[src/rtl/chunked_adder.sv]
// Multi-cycle adder/subtractor: adds CHUNK bits per clock, LSB chunk first,
// then holds the result and flags until the consumer accepts them.
module chunked_adder #(
   parameter int WIDTH = 16,
   parameter int CHUNK = 4
) (
   input  logic             clk,
   input  logic             rst_n,
   input  logic             in_valid,
   output logic             in_ready,
   input  logic [WIDTH-1:0] a,
   input  logic [WIDTH-1:0] b,
   input  logic             cin,
   input  logic             sub,
   output logic             out_valid,
   input  logic             out_ready,
   output logic [WIDTH-1:0] sum,
   output logic             cout,
   output logic             ovf,
   output logic             zero,
   output logic             neg
);

   localparam int NCHUNK = WIDTH / CHUNK;
   localparam int KW     = (NCHUNK > 1) ? $clog2(NCHUNK) : 1;

   localparam logic [1:0] IDLE = 2'd0;
   localparam logic [1:0] RUN  = 2'd1;
   localparam logic [1:0] DONE = 2'd2;

   logic [1:0]       state;
   logic [KW-1:0]    k;
   logic             carry;
   logic [WIDTH-1:0] opa;
   logic [WIDTH-1:0] opb;

   logic [CHUNK-1:0] cur_a;
   logic [CHUNK-1:0] cur_b;
   logic [CHUNK:0]   chunk_res;
   logic [WIDTH-1:0] next_sum;
   logic             msb_cin;
   logic             last;

   function automatic logic [CHUNK:0] chunk_add(input logic [CHUNK-1:0] x,
                                                input logic [CHUNK-1:0] y,
                                                input logic             c);
      return {1'b0, x} + {1'b0, y} + {{CHUNK{1'b0}}, c};
   endfunction

   assign in_ready  = (state == IDLE);
   assign out_valid = (state == DONE);

   always_comb begin
      cur_a     = opa[int'(k)*CHUNK +: CHUNK];
      cur_b     = opb[int'(k)*CHUNK +: CHUNK];
      chunk_res = chunk_add(cur_a, cur_b, carry);
      // carry into the MSB recovered from its sum bit and operand bits
      msb_cin   = cur_a[CHUNK-1] ^ cur_b[CHUNK-1] ^ chunk_res[CHUNK-1];
      next_sum  = sum;
      next_sum[int'(k)*CHUNK +: CHUNK] = chunk_res[CHUNK-1:0];
      last      = (k == KW'(NCHUNK - 1));
   end

   // Captured operands need no reset: they are only read after a capture.
   always_ff @(posedge clk) begin
      if (state == IDLE && in_valid) begin
         opa <= a;
         opb <= sub ? ~b : b;
      end
   end

   always_ff @(posedge clk) begin
      if (!rst_n) begin
         state <= IDLE;
         k     <= '0;
         carry <= 1'b0;
         sum   <= '0;
         cout  <= 1'b0;
         ovf   <= 1'b0;
         zero  <= 1'b0;
         neg   <= 1'b0;
      end else begin
         case (state)
            IDLE: begin
               if (in_valid) begin
                  carry <= sub ? 1'b1 : cin;
                  k     <= '0;
                  sum   <= '0;
                  state <= RUN;
               end
            end
            RUN: begin
               sum   <= next_sum;
               carry <= chunk_res[CHUNK];
               k     <= k + 1'b1;
               if (last) begin
                  cout  <= chunk_res[CHUNK];
                  ovf   <= msb_cin ^ chunk_res[CHUNK];
                  zero  <= (next_sum == '0);
                  neg   <= next_sum[WIDTH-1];
                  k     <= '0;
                  state <= DONE;
               end
            end
            DONE: begin
               if (out_ready) state <= IDLE;
            end
            default: state <= IDLE;
         endcase
      end
   end

endmodule

[config.mk]
export PLATFORM = sky130hd
export DESIGN_NAME = chunked_adder
export DESIGN_NICKNAME = d
export VERILOG_FILES = /design/src/rtl/chunked_adder.sv
export SDC_FILE = /design/constraint.sdc
export NUM_CORES = 1
export LEC_CHECK = 0
export ABC_CLOCK_PERIOD_IN_PS = 3240
export BUFFER_PORTS_ARGS = -buffer_cell sky130_fd_sc_hd__buf_2
export CORE_ASPECT_RATIO = 0.6
export CORE_MARGIN = 1
export CORE_UTILIZATION = 54
export DETAILED_ROUTE_END_ITERATION = 7
export PLACE_DENSITY_LB_ADDON = 0.12
export SETUP_SLACK_MARGIN = 0.2
export SLEW_MARGIN = 20
export SYNTH_ARGS = -nofsm -noshare
export SYNTH_HDL_FRONTEND = slang
export SYNTH_SLANG_ARGS = --single-unit
[constraint.sdc]
create_clock -name clk -period 3.24 [get_ports clk]
set_clock_uncertainty 0.1 [all_clocks]
set_input_delay 0.486 -clock clk [delete_from_list [all_inputs] [get_ports clk]]
set_output_delay 0.486 -clock clk [all_outputs]
set_load 0.02 [all_outputs]
# Word level (Yosys, flattened, before mapping)
# Cells that the tools add are included.
[word_totals]
mem_count = 0
elab_cells = 49
output_inout_bits = 22
latchBits = 0
romBits = 0
regBits = 57
ramBits = 0
input_bits = 38
[op_classes]
multipliers = 0
div = 0
mux = 14
n_lt_le_gt_ge = 0
addsub = 4
eq_ne = 6
reduce_logical = 7
bitwise = 4
shift = 4
[op_table]
columns = ["operator", "count"]
rows = [
  ["$neg 4->33", 1],
  ["$shift 4x33->16 const A", 1],
  ["$shiftx 4x33->16", 1],
  ["$mux 16", 2],
  ["$pmux 16 s2", 1],
  ["$shiftx 16x5->4", 2],
  ["$bwmux 16", 1],
  ["$logic_not 16->1", 1],
  ["$not 16->16", 1],
  ["$mux 2", 5],
  ["$pmux 2 s3", 1],
  ["$add 4x4->5", 1],
  ["$add 5x1->5", 1],
  ["$eq 2x2->1 const B", 2],
  ["$ne 2x2->1 const B", 2],
  ["$pmux 2 s2", 1],
  ["$reduce_and 2->1", 2],
  ["$reduce_and 3->1", 1],
  ["$xor 1x1->1", 3],
  ["$add 2x1->2 const B", 1],
  ["$eq 2x1->1 const B", 1],
  ["$logic_not 2->1", 1],
  ["$mux 1", 2],
  ["$ne 2x1->1 const B", 1],
  ["3 further kinds", 3],
]

# Logic depth before layout (Yosys ltp)
# Gate-level depths: netlist (run 1).
[logic_depth]
word_depth = 6
ltp_mapped = 11
depth_no_buf = 9

# Worst setup path before layout (run 1)
# Ideal clock, no wire load.
[synth_timing]
kind = "register to register"
startpoint = "register k[0]"
endpoint = "register zero"
stages_incl_launch_ff = 12
t_arrival_ns = 2.737
setup_time_ns = 0.123
slack_ns = 0.279
n_path_buf = 2
t_required_ns = 3.017
synth_period_minus_slack_ns = 2.961
path_cell_list = "dfxtp_1 -> buf_6 -> clkbuf_8 -> mux4_2 -> fa_1 -> inv_1 -> fa_1 -> nor2_1 -> a31oi_1 -> and4_1 -> nand4_1 -> o32ai_2"
[synth_via]
elab_chain_cells = 6
word_cells_on_any_way = 11
cone_classes = "add/sub (3); eq/ne (1); shift (4); mux (1); reduce/logical (2)"
[synth_rtl]
columns = ["element", "line_no", "text"]
rows = [
  ["from (decl)", "32", "logic [KW-1:0] k;"],
  ["from (signal assigned)", "95", "k <= k + 1'b1;"],
  ["$shiftx 16x5->4, on equally long branches", "54, 55", ""],
  ["$add 4x4->5", "47", "return {1'b0, x} + {1'b0, y} + {{CHUNK{1'b0}}, c};"],
  ["$add 5x1->5", "47", ""],
  ["$shiftx 4x33->16", "60", "next_sum[int'(k)*CHUNK +: CHUNK] = chunk_res[CHUNK-1:0];"],
  ["$bwmux 16", "60", ""],
  ["$logic_not 16->1", "99", "zero <= (next_sum == '0);"],
  ["to (signal assigned)", "99", ""],
  ["to (decl)", "20", "output logic zero,"],
]
# Parallel ways exist; a longest one is shown, timed or not.
# A chain may end at the register's enable or synchronous reset.

# Worst setup path in the final report (run 1)
# Ends and elaborated chain as after synthesis.

==> run_results.csv, run 1 <==
group,metric,value,unit
synthesis,synthMostInstantiatedCell,"nor2_1",
synthesis,synth-seq-cells,57,
global_route,grt_start_max_net_pins,33,
placed_design,io_buffers,59,
drt,post_drt_via_cell_ratio,5.49,
drt,post-route-drc-count,0,
global_route,first_global_vias,1841,
cts,clkTransAtPathRegs,70,ps
synthesis,synth_cell_type_count,49,
drt,wire_per_inst,15.4,um
worst_setup_path,reg2reg_depth,9,
drt,final_antenna_net_count,0,
cts,clk-insertion-delay-late,340,ps
timing,hold_viol_final,0,
timing,rsz0062_at_grt,"no",
hold_path,min_to,"opa[9]$_DFFE_PP_",
layout,layoutNonFillerInstCount,377,
timing,setup_viol,0,
cts,cts_setup_buffers,0,
die,die_x,95.6,um
cts,h-tree-depth,3,
drt,vias,2071,
layout,nets,355,
synthesis,synth_area_leader_cell,"edfxtp_1",
power,cellPowerDensity,519,nW/um2
power,internal_power,1.28,mW
die,dieArea,5560,um2
synthesis,ys.warnings.count,0,
layout,n_antenna_cell,0,
synthesis,synth_edf_count,32,
layout,area_growth_syn_to_layout,18.5,%
placed_design,dp_cells,361,
power,swShare,27.0,%
synthesis,syn_area_per_cell,11.6,um2
hold_path,min_path_cells,1,
cts,ctsLongestPathBuffers,2,
worst_setup_path,cp.required,3350,ps
worst_setup_path,cp-end-kind,"flip-flop",
synthesis,syn_area,2840,um2
die,fp.dieH,58.2,um
layout,drive_above_1_share,30.5,%
power,share_comb_of_total_power,16.6,%
placed_design,dp_hpwl,4160,um
drt,wl,5790,um
worst_setup_path,r2r_start,"k[0]$_SDFFE_PN0P_",
global_route,grt_pass1_wl,9220,um
worst_setup_path,criticalPathCategory,"flip-flop to flip-flop",
synthesis,synthTopCellsByArea,"edfxtp_1 34%, dfxtp_1 18%, mux4_2 6.3%",
synthesis,synth-async-reset-ratio,0,%
global_route,antenna_found_initial,0,
worst_setup_path,cp.arrival,2980,ps
synthesis,synth_ff_type,"edfxtp_1",
drt,firstDrtPassIters,5,
die,start_util,56.2,%
timing,fin_hold_ws,221,ps
timing,setup_ws,363,ps
cts,cts_root_buffer,"clkbuf_8",
timing,tightest_slew,816,ps
timing,relSlewSlack,45.5,%
run_status,status,"completed",
power,clockPowerShare,36.0,%
worst_setup_path,r2r-end,"zero$_SDFFE_PN0P_",
timing,slew_violations,0,
timing,fmax,0.348,GHz
synthesis,yosysTopAreaCellShare,33.8,%
worst_setup_path,startpoint_type,"flip-flop",
placed_design,place.gp.congestion,0.874,
die,coreArea,5050,um2
timing,timing.final.crit_share,88.8,%
power,p_leak,1.40,nW
timing,setup_tns,0,ps
worst_setup_path,r2r_slack,360,ps
die,row_count,20,
synthesis,netlist_instances,244,
synthesis,ys_seq_area_share,51.5,%
cts,cts_made_buffers,9,
global_route,grt_overflow,0,
drt,drtIter0Drc,118,
global_route,grt_util_all_layers,23.1,%
synthesis,synth_commonest_cells,"37 x nor2_1, 32 x edfxtp_1, 25 x dfxtp_1",
power,max-vdd-ir-drop,0.336,mV
worst_setup_path,cp_max_fo,4,
power,finalPower,1.75,mW
cts,cts_tree,"built",
power,power_switching,0.472,mW
synthesis,synth_fp_nets,293,
placed_design,dp_slack,346,ps
die,io_pins,60,
cts,cts.sink_count,57,
timing,fin_crit,2880,ps
hold_path,hold_path_class,"input pin to flip-flop",
hold_path,min_from,"a[9]",
run,drv_cap,0,
power,p_seq_share,47.4,%
## cell type report
| class | instances | area, um2 |
|---|---|---|
| Clock buffer | 9 | 124 |
| Clock inverter | 7 | 61.3 |
| Fill cell | 418 | 1690 |
| Inverter | 12 | 45.0 |
| Multi-Input combinational cell | 162 | 1260 |
| Sequential cell | 57 | 1460 |
| Tap cell | 66 | 82.6 |
| Timing Repair Buffer | 64 | 333 |
## cells in the final DEF, fill, tap and decap left out, types with 2 or more instances in the layout
| cell type | n |
|---|---|
| fa_1 | 2 |
| a41oi_1 | 2 |
| edfxtp_1 | 32 |
| a32oi_1 | 4 |
| mux4_2 | 8 |
| nor2_1 | 36 |
| clkinvlp_4 | 2 |
| a31oi_1 | 6 |
| inv_1 | 12 |
| dfxtp_1 | 25 |
| xnor2_1 | 3 |
| a21oi_1 | 14 |
| xor2_1 | 16 |
| o21ai_0 | 2 |
| a211oi_1 | 3 |
| a22oi_1 | 5 |
| nor2b_1 | 8 |
| and2_1 | 2 |
| buf_2 | 59 |
| clkbuf_8 | 9 |
| nand2b_1 | 3 |
| ha_1 | 9 |
| nand2_1 | 8 |
| clkinv_1 | 3 |
| buf_4 | 5 |
| nand4_1 | 2 |
| a21o_1 | 6 |
| and2b_2 | 2 |
## how the worst max path moves through the flow
stage	start	end	slack (ps)
after floorplan	k[0]$_SDFFE_PN0P_	zero$_SDFFE_PN0P_	280
after global placement	k[0]$_SDFFE_PN0P_	zero$_SDFFE_PN0P_	470
after detailed placement	k[0]$_SDFFE_PN0P_	zero$_SDFFE_PN0P_	350
after CTS	k[0]$_SDFFE_PN0P_	zero$_SDFFE_PN0P_	310
after global routing	k[0]$_SDFFE_PN0P_	zero$_SDFFE_PN0P_	210
final	k[0]$_SDFFE_PN0P_	zero$_SDFFE_PN0P_	360
## power groups by stage
stage	Clock, mW	Sequential (mW)	Combinational [mW]
floorplan	0	0.840	0.202
global placement	0	0.843	0.284
detailed placement	0	0.844	0.283
CTS	0.638	0.829	0.287
global route	0.676	0.832	0.317
finish	0.630	0.828	0.291
## logic make-up after synthesis
| logic type | count (synthesis) | synth area share (%) |
|---|---|---|
| AOI/OAI and AO/OA | 50 | 13.0 |
| xor gates and xnor gates | 19 | 5.86 |
| adders and majority gates | 11 | 5.37 |
| buffers and inverters | 25 | 4.27 |
| DFF | 57 | 51.5 |
| muxes | 10 | 7.09 |
| and+or+nand+nor | 72 | 13.0 |
## registers in the layout, summed over array words and instances (netlist names)
signal	count
sum	16
carry	1
k	2
state	2
cout	1
opa	16
opb	16
zero	1
neg	1
ovf	1
## through the flow
stage | util, % | instance area (um2)
floorplan | - | 2840
global placement | 62.9 | 3180
detailed placement | 62.9 | 3180
CTS | 66.6 | 3360
global route | 66.6 | 3370
finish | 66.6 | 3370
## layer usage
layer | GRT usage, % | part of all wire [%] | vias to the layer above
met2 | 28.7 | 38 | 94
met3 | 8.40 | 9.0 | 10
met1 | 35.8 | 51 | 961
li1 | - | - | 1006
met4 | 9.17 | 1.3 | 0
met5 | 0 | 0 | -
## what timing repair did
item,CTS,global route
resized for setup,0,1
endpoints found under the setup margin,0,1
hold buffers,0,0
## critical path, cell delays in order (launching register included)
cell and delay, ps:
dfxtp_1 420, mux4_2 560, fa_1 430, inv_1 80
fa_1 450, nor2_2 150, a31oi_1 120, and4_1 220
nand4_1 120, o32ai_2 100
Note: power is estimated with default switching activity, not from simulation.
==> run 2, diff against run 1 <==
--- a/config.mk
+++ b/config.mk
@@ -14,2 +14,3 @@
 export PLACE_DENSITY_LB_ADDON = 0.12
+export RECOVER_POWER = 100
 export SETUP_SLACK_MARGIN = 0.2
==> constraint.sdc (replaced) <==
create_clock -name clk -period 3.24 [get_ports clk]
set_clock_uncertainty 0.1 [all_clocks]
set_input_delay 0.648 -clock clk [delete_from_list [all_inputs] [get_ports clk]]
set_output_delay 0.648 -clock clk [all_outputs]
set_load 0.02 [all_outputs]
==> run 2 against run 1 <==
Net effect: the flow now finishes with violations (max-capacitance violations, max-slew violations); combinational power fell by 4%; via count fell by 0.92%; die area did not move; cell area fell by 1.8%; critical path depth fell by 1; register-to-register slack got worse by 60 ps; setup slack got worse by 63 ps; first-iteration DRC count fell by 7.6%; worst hold slack improved by 160 ps; flip-flop and latch count did not move; critical endpoint unchanged; largest cell class unchanged.
==> run_results.csv, run 2 (same netlist as run 1, synthesis figures left out) <==
group,metric,value,unit
run_status,status,"complete, but fails checks",
run_status,violations,"max-capacitance violations, max-slew violations",
timing,relSlewSlack,-10.4,%
drt,final_antenna_net_count,0,
power,power_switching,0.467,mW
cts,cts_made_buffers,9,
worst_setup_path,max_stage_delay,450,ps
global_route,grt_start_max_net_pins,33,
power,finalPower,1.74,mW
timing,timing.final.crit_share,90.7,%
worst_setup_path,cpLargestDelayFamily,"compound AO/OA/AOI/OAI gates",
worst_setup_path,criticalPathCategory,"flip-flop to flip-flop",
die,dieArea,5560,um2
die,die_x,95.6,um
cts,ctsLongestPathBuffers,2,
worst_setup_path,cp.arrival,3080,ps
global_route,grt_pass1_wl,9220,um
drt,post-route-drc-count,0,
global_route,grt_util_all_layers,23.1,%
drt,vias,2052,
cts,h-tree-depth,3,
placed_design,post_dp_cell_area,3180,um2
run,drv_cap,1,
timing,fmax,0.340,GHz
cts,cts.sink_count,57,
drt,firstDrtPassIters,5,
layout,area_growth_syn_to_layout,16.4,%
placed_design,io_buffers,59,
power,max-vdd-ir-drop,0.335,mV
timing,setup_tns,0,ps
worst_setup_path,startpoint_type,"flip-flop",
global_route,antenna_found_initial,0,
die,start_util,56.2,%
cts,cts_root_buffer,"clkbuf_8",
cts,clk-insertion-delay-late,340,ps
layout,layout_common_cells,"37 x nor2_1, 36 x buf_2, 32 x edfxtp_1",
cts,cts_tree,"built",
layout,final_area,3310,um2
die,fp.dieH,58.2,um
power,clockPowerShare,36.2,%
power,swShare,26.9,%
timing,hold_viol_final,0,
placed_design,dp_hpwl,4160,um
drt,drtIter0Drc,109,
worst_setup_path,crit_slowest_cell,"clkbuf_1",
layout,seqCellArea,1460,um2
worst_setup_path,path_cells,"clkbuf_1 > inv_1 > ha_1 > nor2b_1 > and3_4 > a2111oi_4 > nand4_1 > o32ai_1",
power,p_seq_share,47.7,%
layout,multi_input_area,1240,um2
global_route,grt_overflow,0,
timing,rsz0062_at_grt,"no",
timing,slew_violations,33,
layout,mostFrequentLayoutCell,"nor2_1",
placed_design,place.gp.congestion,0.874,
hold_path,hold_path_class,"input pin to flip-flop",
timing,fin_crit,2940,ps
layout,n_antenna_cell,0,
power,p_leak,1.29,nW
cts,clkTransAtPathRegs,70,ps
worst_setup_path,cp.required,3380,ps
drt,wire_per_inst,15.3,um
layout,utilization,65.4,%
timing,tightest_slew,1660,ps
power,cellPowerDensity,526,nW/um2
layout,top_regs,"opa: 16 flops, opb: 16 flops, sum: 16 flops",
power,internal_power,1.27,mW
die,io_pins,60,
cts,cts_setup_buffers,0,
drt,post_drt_via_cell_ratio,5.44,
die,row_count,20,
timing,fin_hold_ws,383,ps
drt,wl,5770,um
worst_setup_path,cp_max_fo,13,
power,share_comb_of_total_power,16.1,%
worst_setup_path,path_buf_inv,2,
layout,nets,355,
global_route,first_global_vias,1841,
die,coreArea,5050,um2
layout,fill_cells,431,
worst_setup_path,cp-end-kind,"flip-flop",
layout,drive_above_1_share,20.9,%
timing,setup_viol,0,
run 2: cell types whose count changed in the layout (fill, tap and decap cells not counted), moves of 2 or more:
cell / delta
buf_4: -3
and2b_1: +2
and2_0: +2
and2_1: -2
clkbuf_1: +25
buf_2: -23
run 2: layer usage:
metal	up-vias	GRT usage [%]	wire length [um]
li1	1005	-	-
met4	0	9.17	70
met2	89	28.7	2180
met1	950	35.8	3000
met5	-	0	0
met3	8	8.40	518
run 2: power groups by stage:
stage / logic, mW / registers (mW) / clock network, mW
after CTS: 0.287 / 0.829 / 0.638
final: 0.280 / 0.830 / 0.629
after detailed placement: 0.283 / 0.844 / 0
after floorplan: 0.202 / 0.840 / 0
after global placement: 0.284 / 0.843 / 0
after global routing: 0.306 / 0.834 / 0.676
run 2: layout make-up:
type / instances / area share [%]
flip-flops and latches: 57 / 44.2
multi-input cells: 162 / 37.5
repair buffers: 64 / 8.89
clock buffers: 9 / 3.75
well taps: 66 / 2.50
clock inverters: 7 / 1.85
inverters: 12 / 1.36
run 2: repair_timing:
action | in CTS | in global routing
hold buffers | 0 | 0
hold endpoints to repair | 0 | 0
gates resized for setup | 0 | 1
endpoints found under the setup margin | 0 | 1
run 2: final timing paths:
| path | start | endpoint | slack, ps | cells past startpoint |
|---|---|---|---|---|
| hold / removal | a[9] | opa[9]$_DFFE_PP_ | 380 | 1 |
| hold reg to reg | sum[3]$_SDFFE_PN0P_ | sum[3]$_SDFFE_PN0P_ | 390 | 2 |
| setup / recovery | k[0]$_SDFFE_PN0P_ | zero$_SDFFE_PN0P_ | 300 | 8 |
| setup reg to reg | k[0]$_SDFFE_PN0P_ | zero$_SDFFE_PN0P_ | 300 | 8 |
run 2: per-stage QoR:
stage / setup WS, ps / std cells
after floorplan: 279 / 244
after global placement: 475 / 361
after detailed placement: 346 / 361
after CTS: 314 / 377
after global routing: 141 / 377
final: 301 / 377
